File: config.mk
export PLATFORM = sky130hd
export DESIGN_NAME = givens_rotation_scheduler_flat
export DESIGN_NICKNAME = d
export VERILOG_FILES = /design/src/rtl/givens_rotation_scheduler_if.sv /design/src/rtl/givens_rotation_scheduler.sv /design/src/flat_wrapper.sv
export SDC_FILE = /design/constraint.sdc
export NUM_CORES = 1
export LEC_CHECK = 0
export BUFFER_PORTS_ARGS = -buffer_cell sky130_fd_sc_hd__buf_4
export CORE_ASPECT_RATIO = 1.1
export CORE_MARGIN = 4
export CORE_UTILIZATION = 45
export CTS_CLUSTER_DIAMETER = 50
export CTS_CLUSTER_SIZE = 24
export DETAILED_ROUTE_END_ITERATION = 6
export GPL_TIMING_DRIVEN = 0
export PLACE_DENSITY = 0.74
export SETUP_SLACK_MARGIN = 0.5
export SLEW_MARGIN = 20
export SYNTH_ARGS = -nofsm -noshare
export SYNTH_HDL_FRONTEND = slang
export SYNTH_SLANG_ARGS = --single-unit
export TNS_END_PERCENT = 1
File: constraint.sdc
create_clock -name clk -period 1.3 [get_ports clk]
set_input_delay 0.195 -clock clk [delete_from_list [all_inputs] [get_ports clk]]
set_output_delay 0.195 -clock clk [all_outputs]
set_load 0.01 [all_outputs]
File: src/rtl/givens_rotation_scheduler_if.sv
// Issue/retire channel between the Givens rotation scheduler and the shared
// CORDIC rotation engine.
//   master (scheduler): drives issueValid, issueRow, issueCol, issueDisable,
//                       issueSign; samples issueReady, retireValid.
//   slave  (engine)   : the reverse directions.
// Parameters: matrixSize (N), addrWidth (row/column index width).
interface givens_rotation_scheduler_if #(
  parameter int matrixSize = 4,
  parameter int addrWidth  = $clog2(matrixSize)
);
  logic                  issueValid;
  logic                  issueReady;
  logic [addrWidth-1:0]  issueRow;
  logic [addrWidth-1:0]  issueCol;
  logic [matrixSize-1:0] issueDisable;
  logic [matrixSize-1:0] issueSign;
  logic                  retireValid;

  modport master (
    output issueValid, issueRow, issueCol, issueDisable, issueSign,
    input  issueReady, retireValid
  );

  modport slave (
    input  issueValid, issueRow, issueCol, issueDisable, issueSign,
    output issueReady, retireValid
  );
endinterface

File: src/rtl/givens_rotation_scheduler.sv
// Givens rotation scheduler: steps a shared CORDIC rotation engine through one
// QR triangularisation sweep of an N x N matrix, issuing (pivot row r, target
// row c) pairs in column-major order with their core-disable and
// sign-dictator masks. One pair is outstanding at a time; the scheduler
// advances only after the engine's write-back retire.
//
// Ports:
//   clk, nRst      clock; synchronous active-low reset
//   start          begin a sweep (sampled in IDLE only)
//   abort          synchronous abort, highest priority; back to IDLE, no done
//   busy           high whenever not IDLE
//   done           one-cycle pulse at sweep end (normal or watchdog)
//   issue          engine channel (master modport of givens_rotation_scheduler_if)
//   pairIndex      retired-pair count for the current/last sweep
//   errTimeout     sticky watchdog flag, cleared by the next accepted start
//
// Build option: define QR_SCHED_TIMEOUT_EN to include the WAIT watchdog
// (timeoutCycles / timeoutWidth). Without it WAIT holds indefinitely and
// errTimeout is tied low.
module givens_rotation_scheduler #(
  parameter int matrixSize    = 4,
  parameter int addrWidth     = $clog2(matrixSize),
  parameter int timeoutCycles = 255,
  parameter int timeoutWidth  = 8
) (
  input  logic                       clk,
  input  logic                       nRst,
  input  logic                       start,
  input  logic                       abort,
  output logic                       busy,
  output logic                       done,
  givens_rotation_scheduler_if.master issue,
  output logic [addrWidth*2-1:0]     pairIndex,
  output logic                       errTimeout
);

  localparam int PW = addrWidth * 2;
  localparam logic [addrWidth-1:0] LAST_COL   = addrWidth'(matrixSize - 1);
  localparam logic [addrWidth-1:0] LAST_PIVOT = addrWidth'(matrixSize - 2);

  if (matrixSize < 2) begin : g_bad_size
    $error("givens_rotation_scheduler: matrixSize must be at least 2");
  end
  if (timeoutCycles < 1 || timeoutCycles > (1 << timeoutWidth) - 1) begin : g_bad_timeout
    $error("givens_rotation_scheduler: timeoutCycles must fit in timeoutWidth bits");
  end

  typedef enum logic [2:0] {IDLE, ISSUE, WAIT, ADVANCE, DONE} state_t;
  state_t state, state_next;

  logic more_cols;
  logic more_rows;
  logic timeout_fire;

  assign more_cols = issue.issueCol < LAST_COL;
  assign more_rows = issue.issueRow < LAST_PIVOT;

`ifdef QR_SCHED_TIMEOUT_EN
  localparam logic [timeoutWidth-1:0] WDOG_LAST = timeoutWidth'(timeoutCycles - 1);
  localparam logic [timeoutWidth-1:0] WDOG_SAT  = '1;
  logic [timeoutWidth-1:0] wdog;

  // wdog holds the number of WAIT cycles already elapsed; the cycle on which
  // it equals timeoutCycles-1 is the timeoutCycles-th WAIT cycle.
  always_ff @(posedge clk) begin
    if (!nRst) begin
      wdog <= '0;
    end else if (state == ISSUE && issue.issueReady) begin
      wdog <= '0;
    end else if (state == WAIT && wdog != WDOG_SAT) begin
      wdog <= wdog + timeoutWidth'(1);
    end
  end

  assign timeout_fire = (state == WAIT) && !issue.retireValid && (wdog == WDOG_LAST);

  always_ff @(posedge clk) begin
    if (!nRst) begin
      errTimeout <= 1'b0;
    end else if (!abort) begin
      if (state == IDLE && start) begin
        errTimeout <= 1'b0;
      end else if (timeout_fire) begin
        errTimeout <= 1'b1;
      end
    end
  end
`else
  assign timeout_fire = 1'b0;
  assign errTimeout   = 1'b0;
`endif

  always_ff @(posedge clk) begin
    if (!nRst) begin
      state <= IDLE;
    end else begin
      state <= state_next;
    end
  end

  always_comb begin
    state_next = state;
    case (state)
      IDLE:    if (start) state_next = ISSUE;
      ISSUE:   if (issue.issueReady) state_next = WAIT;
      WAIT: begin
        if (issue.retireValid) state_next = ADVANCE;
        else if (timeout_fire) state_next = DONE;
      end
      ADVANCE: state_next = (more_cols || more_rows) ? ISSUE : DONE;
      DONE:    state_next = IDLE;
      default: state_next = IDLE;
    endcase
    if (abort) state_next = IDLE;
  end

  // Status outputs are registered from the next state so they line up with
  // the state register rather than lagging it by a cycle.
  always_ff @(posedge clk) begin
    if (!nRst) begin
      busy             <= 1'b0;
      done             <= 1'b0;
      issue.issueValid <= 1'b0;
    end else begin
      busy             <= (state_next != IDLE);
      done             <= (state_next == DONE);
      issue.issueValid <= (state_next == ISSUE);
    end
  end

  always_ff @(posedge clk) begin
    if (!nRst) begin
      issue.issueRow     <= '0;
      issue.issueCol     <= addrWidth'(1);
      issue.issueDisable <= '0;
      issue.issueSign    <= matrixSize'(1);
      pairIndex          <= '0;
    end else if (!abort) begin
      case (state)
        IDLE: begin
          if (start) begin
            issue.issueRow     <= '0;
            issue.issueCol     <= addrWidth'(1);
            issue.issueDisable <= '0;
            issue.issueSign    <= matrixSize'(1);
            pairIndex          <= '0;
          end
        end
        WAIT: begin
          if (issue.retireValid) pairIndex <= pairIndex + PW'(1);
        end
        ADVANCE: begin
          if (more_cols) begin
            issue.issueCol <= issue.issueCol + addrWidth'(1);
          end else if (more_rows) begin
            // New pivot r+1 starts at target column r+2; one more leading
            // core is disabled and the sign dictator moves to the new pivot.
            issue.issueRow     <= issue.issueRow + addrWidth'(1);
            issue.issueCol     <= issue.issueRow + addrWidth'(1) + addrWidth'(1);
            issue.issueDisable <= {issue.issueDisable[matrixSize-2:0], 1'b1};
            issue.issueSign    <= {issue.issueSign[matrixSize-2:0], 1'b0};
          end
        end
        default: ;
      endcase
    end
  end

endmodule
File: src/flat_wrapper.sv
// flat-port wrapper written by rule: the top's interface ports become plain ports
module givens_rotation_scheduler_flat 
#(
  parameter int matrixSize    = 4,
  parameter int addrWidth     = $clog2(matrixSize),
  parameter int timeoutCycles = 255,
  parameter int timeoutWidth  = 8
)
  (clk, nRst, start, abort, busy, done, pairIndex, errTimeout, issue_issueValid, issue_issueRow, issue_issueCol, issue_issueDisable, issue_issueSign, issue_issueReady, issue_retireValid);
  givens_rotation_scheduler_if #(.matrixSize(matrixSize), .addrWidth(addrWidth)) issue_i ();
  input  logic clk;
  input  logic nRst;
  input  logic start;
  input  logic abort;
  output logic busy;
  output logic done;
  output logic [addrWidth*2-1:0] pairIndex;
  output logic errTimeout;
  output wire logic [$bits(issue_i.issueValid)-1:0] issue_issueValid;
  output wire logic [$bits(issue_i.issueRow)-1:0] issue_issueRow;
  output wire logic [$bits(issue_i.issueCol)-1:0] issue_issueCol;
  output wire logic [$bits(issue_i.issueDisable)-1:0] issue_issueDisable;
  output wire logic [$bits(issue_i.issueSign)-1:0] issue_issueSign;
  input wire logic [$bits(issue_i.issueReady)-1:0] issue_issueReady;
  input wire logic [$bits(issue_i.retireValid)-1:0] issue_retireValid;
  assign issue_issueValid = issue_i.issueValid;
  assign issue_issueRow = issue_i.issueRow;
  assign issue_issueCol = issue_i.issueCol;
  assign issue_issueDisable = issue_i.issueDisable;
  assign issue_issueSign = issue_i.issueSign;
  assign issue_i.issueReady = issue_issueReady;
  assign issue_i.retireValid = issue_retireValid;
  givens_rotation_scheduler #(.matrixSize(matrixSize), .addrWidth(addrWidth), .timeoutCycles(timeoutCycles), .timeoutWidth(timeoutWidth)) u_core (.clk(clk), .nRst(nRst), .start(start), .abort(abort), .busy(busy), .done(done), .issue(issue_i), .pairIndex(pairIndex), .errTimeout(errTimeout));
endmodule
Word-level counts from Yosys, hierarchy flattened:

Index checks and enable logic that the tools add are counted.
Widths: inputs -> output; s select.

* input bits: 6
* word-level logic and storage cells: 58
* flip-flop bits (word level): 22

* add/subtract/negate cells: 4
* equal/unequal tests: 10
* $lt $le $gt $ge: 2
* bitwise gates (word level): 1
* multiplexer cells: 24
* reduce and logical (&&, ||, !) cells: 8

Operator list (count)
* $mux 4: 7
* $pmux 4 s2: 3
* $mux 3: 5
* $mux 2: 6
* $pmux 3 s4: 1
* $pmux 2 s2: 2
* $reduce_and 4->1: 2
* $add 2x1->2 const B: 3
* $eq 3x1->1 const B: 2
* $eq 3x2->1 const B: 2
* $ne 2x2->1 const B: 3
* $reduce_and 5->1: 1
* $add 4x1->4 const B: 1
* $lt 2x2->1 const B: 2
* $reduce_bool 2->1: 2
* $eq 3x3->1 const B: 1
* $logic_not 3->1: 1
* $ne 3x1->1 const B: 1
* $reduce_bool 3->1: 1
* $ne 2x1->1 const B: 1
* $logic_or 1x1->1: 1
* $not 1->1: 1

Logic depth before layout (Yosys ltp):

Gate-level depths: netlist of the first run.

* depth in word-level cells: 6
* gate-level depth with buffers: 6
* mapped depth without buffers: 4

Least setup slack after synthesis of the first run:

OpenSTA, ideal clock, no wires.

* kind: reg-to-reg
* from: register u_core.state[2]
* to: register u_core.issue.issueRow[0]
* library setup time: 0.115 ns
* required time: 1.185 ns
* period minus slack after synthesis: 1.393 ns
* cell stages (with the launch flop): 5
* setup slack: -0.093 ns
* arrival: 1.278 ns
* cells stage by stage: dfxtp_1 or2_4 nor4_4 nor2_4 a31o_1

* cells in the longest elaborated chain, start to end: 3
* elaborated cells on any way between the ends: 8
* classes of those cells: eq/ne: 4; mux: 1; reduce/logical: 3

Ends and longest elaborated chain
* start, declared: RTL line givens_rotation_scheduler.sv:49 `state_t state, state_next;`
* start signal, assigned: RTL line givens_rotation_scheduler.sv:97 `state <= state_next;`
* $eq 3x2->1 or $logic_not 3->1 (tied branches): RTL line givens_rotation_scheduler.sv:139 `case (state)`
* $ne 2x2->1 (no source line), or another cell as far along
* $reduce_and 5->1 (no source line)
* end signal, assigned: RTL line givens_rotation_scheduler.sv:158 `issue.issueRow <= issue.issueRow + addrWidth'(1);`
* end, declared: RTL line givens_rotation_scheduler_if.sv:20 `output issueValid, issueRow, issueCol, issueDisable, issueSign,`

Parallel ways exist; a longest one is shown, timed or not.
A chain may end at the register's enable or synchronous reset.

Worst setup path after layout of the first run:

Same ends and word-level chain as after synthesis.

==> results of run 1 <==
## worst max-delay path, cell delays in order (launching register included)
cell,delay [ns]
dfxtp_2,0.38
or2_4,0.25
nor4_4,0.27
nor2_4,0.13
a31o_1,0.22
## cell usage after synthesis, types with 2 or more instances
library cell	number	area, um^2
a21oi_1	6	30.0
and3_1	2	12.5
buf_2	2	10.0
clkbuf_1	2	7.51
dfxtp_1	22	440
mux2_2	2	22.5
mux2i_1	7	70.1
nand2_1	20	75.1
nand3_1	4	20.0
nand4_1	2	12.5
nor2_1	9	33.8
nor2b_1	2	12.5
nor3b_1	2	15.0
o21ai_0	2	10.0
xor2_1	3	26.3
## logic make-up after synthesis
group | count (synthesis)
AO/OA/AOI/OAI | 12
XOR/XNOR | 3
adder cells (fa/ha/maj) | 1
buffers and inverters | 5
flip-flops | 22
multiplexers | 9
other | 1
AND/OR/NAND/NOR | 52
## power by group through the flow
stage / logic, W / clock network (W) / registers, W
3_3_place_gp: 0.000117 / 0 / 0.000705
6_report: 0.000144 / 0.000448 / 0.000688
3_5_place_dp: 0.000119 / 0 / 0.000706
2_1_floorplan: 0.0000731 / 0 / 0.000708
4_1_cts: 0.000126 / 0.000456 / 0.000693
5_1_grt: 0.000157 / 0.000484 / 0.000690
## through the flow
stage                     power [W]  TNS [ns]  instances  instance area, um^2  setup WS, ns
final                       0.00128   -0.0753        166                 1410       -0.0398
after global routing        0.00133    -0.508        166                 1410       -0.0879
after CTS                   0.00128    -0.442        162                 1340       -0.0867
after detailed placement   0.000824    -0.305        157                 1220       -0.0899
after global placement     0.000822    -0.159        157                 1220       -0.0795
after floorplan            0.000781         0        105                 1010        0.0360
## flip-flops by register name, summed over array words and instances, names as in the netlist
register,flops
u_core.issue.issueCol,2
u_core.issue.issueSign,4
u_core.issue.issueValid,1
u_core.issue.issueDisable,4
u_core.state,3
u_core.busy,1
u_core.done,1
u_core.pairIndex,4
u_core.issue.issueRow,2
## per-layer routing
metal / share of wire / up-vias / global-route usage
met5: 0 / - / 0
met4: 0.0056 / 0 / 0.0487
met3: 0.039 / 2 / 0.0371
met2: 0.49 / 21 / 0.228
met1: 0.47 / 411 / 0.179
li1: - / 426 / -
## worst paths after layout
kind,start,end,cells after the start
setup / recovery,u_core.state[2],u_core.issue.issueRow[0],4
hold / removal,abort,u_core.state[2],2
setup reg to reg,u_core.state[2],u_core.issue.issueRow[0],4
hold reg to reg,u_core.issue.issueDisable[3],u_core.issue.issueDisable[3],2
## timing repair
item                       in CTS  in global routing
pin swaps                       2                  7
setup endpoints to repair      41                 41
gates resized for setup        23                  7
buffers inserted                1                  3
gates cloned                    0                  1
## layout make-up
| class | count | area share |
|---|---|---|
| well taps | 28 | 0.0249 |
| plain buffers | 5 | 0.0364 |
| multi-input cells | 78 | 0.378 |
| flip-flops and latches | 22 | 0.333 |
| clock buffers | 4 | 0.0338 |
| repair buffers | 29 | 0.194 |
==> results.toml, run 1 <==
[status]
run_status = "complete, but fails checks"
violations = "setup timing"

[clock_network]
clockBufferDepth = 2
clkLatencyLatePin_ns = 0.31
cts.clk_slew.worst_paths_ns = 0.13
cts.hold.buffers_added = 0
clock-sinks = 22
root_buffer = "clkbuf_4"
cts_tree = "done"
htreeDepth = 1
cts_buffers = 3

[finish]
fill_cells = 166
seq_area_um2 = 469
nets = 146
area_growth_syn_to_layout_pct = 46.1
diodes = 0
multi_input_area_um2 = 532
mostFrequentLayoutCells = "buf_4, nand2_1, buf_6"
final_util = 0.697
layout-drive-gt1-share = 0.478
final_common_cell = "buf_4"

[logic_synthesis]
seq_area_frac_synth = 0.457
synth_edf_count = 0
synth_xor_area_frac = 0.0273
postSynthAreaPerCell_um2 = 9.18
yosysWarnings = 0
yosys.area_share.simple = 0.300
ys_seq_elements = 22
synth_ff_type = "dfxtp_1"
synth_cell_types = 33
synthArstFlopShare = 0
synthMuxAreaShare = 0.0961
synth.cell_area_um2 = 963
synth_compound_gate_area_share = 0.0766
synth_top_family_by_area = "simple AND/OR/NAND/NOR gates"
synth_nets = 112
syn_inst = 105
yosys.area_share.adder = 0.0130

[routing]
drc_errors = 0
totalWireLength_um = 2140
wire_per_inst_um = 12.9
vias = 860
drt_first_iter_violations = 8
ant_nets = 0
dr.pass1.iters = 4
viasPerCell = 5.18

[worst_setup_path]
critPathLaunchType = "flop"
worstPathRequired_ns = 1.52
cp_max_fo = 7
cp-end-kind = "flop"
arrival_ns = 1.56
worst-setup-path-type = "reg2reg"
r2r_setup_slack_ns = -0.04

[placed_design]
port_buffers = 24
gp_congestion = 0.806
hpwlAfterDp_um = 1500

[floorplanning]
die_w_um = 52.1
fp.coreArea_um2 = 2020
rows = 17
die_h_um = 56.5
die_area_um2 = 2950
io_pins = 26
start_util = 0.477

[sta]
clock.fmax_ghz = 0.746
setup_violations = 2
hold_violations = 0
finClkSkew_ns = 0.00813
period_minus_slack_ns = 1.34
rsz0062_at_grt = "yes"
whs_ns = 0.0816
drv_slew = 0
layout_setup_ws_ns = -0.0398
min_period_over_period = 1.03

[flow_run]
maxCapViolCount = 0

[pwr]
p_int_w = 0.000987
combPwrFrac = 0.113
switchingPower_w = 0.000293
power_frac_seq = 0.537
p_leak_nw = 0.612
clkPwrFrac = 0.350
swShare = 0.229
power.density_nw_per_um2 = 910
ir_drop_mv = 0.614

[global_route]
grt_pass1_vias = 744
grtUsageTotal = 0.141
grt_max_degree = 14
grt_pass1_wl_um = 3240
antenna_found_initial = 0
grt_overflow = 0

[worst_hold_path]
hold_class = "in2reg"
Power figures use the tool's default switching activity.
==> run 2, diff against run 1 <==
CAP_MARGIN = 20   (was default)
clock period = 1.2 ns   (was 1.3 ns; I/O delays follow)
==> run 2 against run 1 <==
The run still ends with setup timing left. Wire length fell by 1.1%. Setup slack got worse by 0.097 ns. Global-route usage did not move. Final cell count shrank 0.60%. Via count down 0.70%. Power rose by 8.2%. Combinational power up 9%. Count of clock-buffer cells in the layout did not move. Non-clock buffer count down 1. Die area is the same. Critical endpoint unchanged.
==> results.toml, run 2 (same netlist as run 1, synthesis figures left out) <==
[clock_network]
cts_tree = "done"
clock-sinks = 22
htreeDepth = 1
cts_buffers = 3
cts.clk_slew.worst_paths_ns = 0.13
root_buffer = "clkbuf_4"
clockBufferDepth = 2
clkLatencyLatePin_ns = 0.31

[pwr]
swShare = 0.230
p_int_w = 0.00107
ir_drop_mv = 0.650
combPwrFrac = 0.113
power.density_nw_per_um2 = 989
clkPwrFrac = 0.351
power_frac_seq = 0.536
switchingPower_w = 0.000318
p_leak_nw = 0.605

[worst_setup_path]
worstPathRequired_ns = 1.42
r2r_setup_slack_ns = -0.14
worstRegToRegCells = 4
crit_start = "u_core.state[2]"
reg2reg_from = "u_core.state[2]"
critPathLaunchType = "flop"
cp-end-kind = "flop"
cp_max_fo = 7
arrival_ns = 1.56
crit_path_end = "u_core.issue.issueRow[0]"
timing.rr.end = "u_core.issue.issueRow[0]"
worst-setup-path-type = "reg2reg"

[routing]
totalWireLength_um = 2120
dr.pass1.iters = 4
drt_first_iter_violations = 18
ant_nets = 0
viasPerCell = 5.18
vias = 854
wire_per_inst_um = 12.8
drc_errors = 0

[finish]
area_growth_syn_to_layout_pct = 45.5
reg.largest.list = "u_core.issue.issueDisable (4), u_core.issue.issueSign (4), u_core.pairIndex (4)"
diodes = 0
final_common_cell = "buf_4"
final_area_um2 = 1400
mostFrequentLayoutCells = "buf_4, nand2_1, dfxtp_1"
layout-drive-gt1-share = 0.467
nets = 145
fill_cells = 169

[placed_design]
port_buffers = 24
gp_congestion = 0.806
post-place-ws_ns = -0.179
dpl_cell_area_um2 = 1220
hpwlAfterDp_um = 1500

[floorplanning]
die_w_um = 52.1
fp.coreArea_um2 = 2020
die_h_um = 56.5
die_area_um2 = 2950
start_util = 0.477
rows = 17
io_pins = 26

[sta]
whs_ns = 0.0681
clock.fmax_ghz = 0.748
rsz0062_at_grt = "yes"
min_period_over_period = 1.11
finClkSkew_ns = 0.00555
hold_violations = 0
drv_slew = 0
layout_setup_ws_ns = -0.137
fin_tns_setup_ns = -1.01
period_minus_slack_ns = 1.34
setup_violations = 16

[global_route]
grt_overflow = 0
grt_pass1_wl_um = 3250
grt_pass1_vias = 743
grt_max_degree = 14
grtUsageTotal = 0.141
antenna_found_initial = 0

[worst_hold_path]
hold_class = "in2reg"

[status]
violations = "setup timing"
run_status = "complete, but fails checks"

[flow_run]
maxCapViolCount = 0
run 2: cell count changes in the layout (fill, tap and decap cells not counted):
cell,change
and3_1,-1
and3_4,+1
buf_4,+1
buf_6,-1
clkbuf_8,-1
dfxtp_1,+2
dfxtp_2,-4
dfxtp_4,+2
mux2_2,-1
mux2_4,+1
run 2: area by class of cell:
cell class | count | area [um^2] | area share
multi-input cells | 78 | 541 | 0.386
flip-flops and latches | 22 | 472 | 0.337
well taps | 28 | 35.0 | 0.0250
clock buffers | 4 | 47.5 | 0.0339
plain buffers | 5 | 48.8 | 0.0348
repair buffers | 28 | 258 | 0.184
run 2: metal layers:
layer / routed length (um) / GRT usage
met4: 12 / 0.0487
met3: 91 / 0.0345
met5: 0 / 0
met2: 1030 / 0.224
met1: 989 / 0.184
run 2: power by group through the flow:
| stage | logic, W | clock network (W) | registers, W |
|---|---|---|---|
| after floorplan | 0.0000792 | 0 | 0.000767 |
| after global placement | 0.000127 | 0 | 0.000763 |
| after detailed placement | 0.000129 | 0 | 0.000764 |
| after CTS | 0.000139 | 0.000494 | 0.000749 |
| after global routing | 0.000170 | 0.000524 | 0.000745 |
| final | 0.000157 | 0.000486 | 0.000743 |
run 2: what timing repair did:
action,CTS,global route
hold buffers,0,0
endpoints found under the setup margin,41,41
endpoints found under the hold margin,0,0
gates cloned,0,1
pin swaps,4,8
setup buffers,1,2
resized for setup,20,11
run 2: how the worst min path moves through the flow:
stage               startpoint         endpoint  slack, ns  cells past startpoint
finish                   abort  u_core.state[2]       0.07                      2
global route             abort  u_core.state[2]       0.05                      2
CTS                      abort  u_core.state[2]       0.06                      2
global placement         abort  u_core.state[2]       0.40                      2
floorplan                abort  u_core.state[2]       0.25                      1
detailed placement       abort  u_core.state[2]       0.41                      2
run 2: worst max-delay path: stages, from the launching register on:
cell and delay [ns]:
dfxtp_2 0.37, or2_4 0.25, nor4_4 0.27, nor2_4 0.13
a31o_1 0.22
run 2: metrics by stage:
step                instances  total power [W]  utilization
floorplan                 105         0.000846            -
global placement          157         0.000891        0.604
detailed placement        157         0.000893        0.604
CTS                       162          0.00138        0.658
global route              165          0.00144        0.693
finish                    165          0.00139        0.693
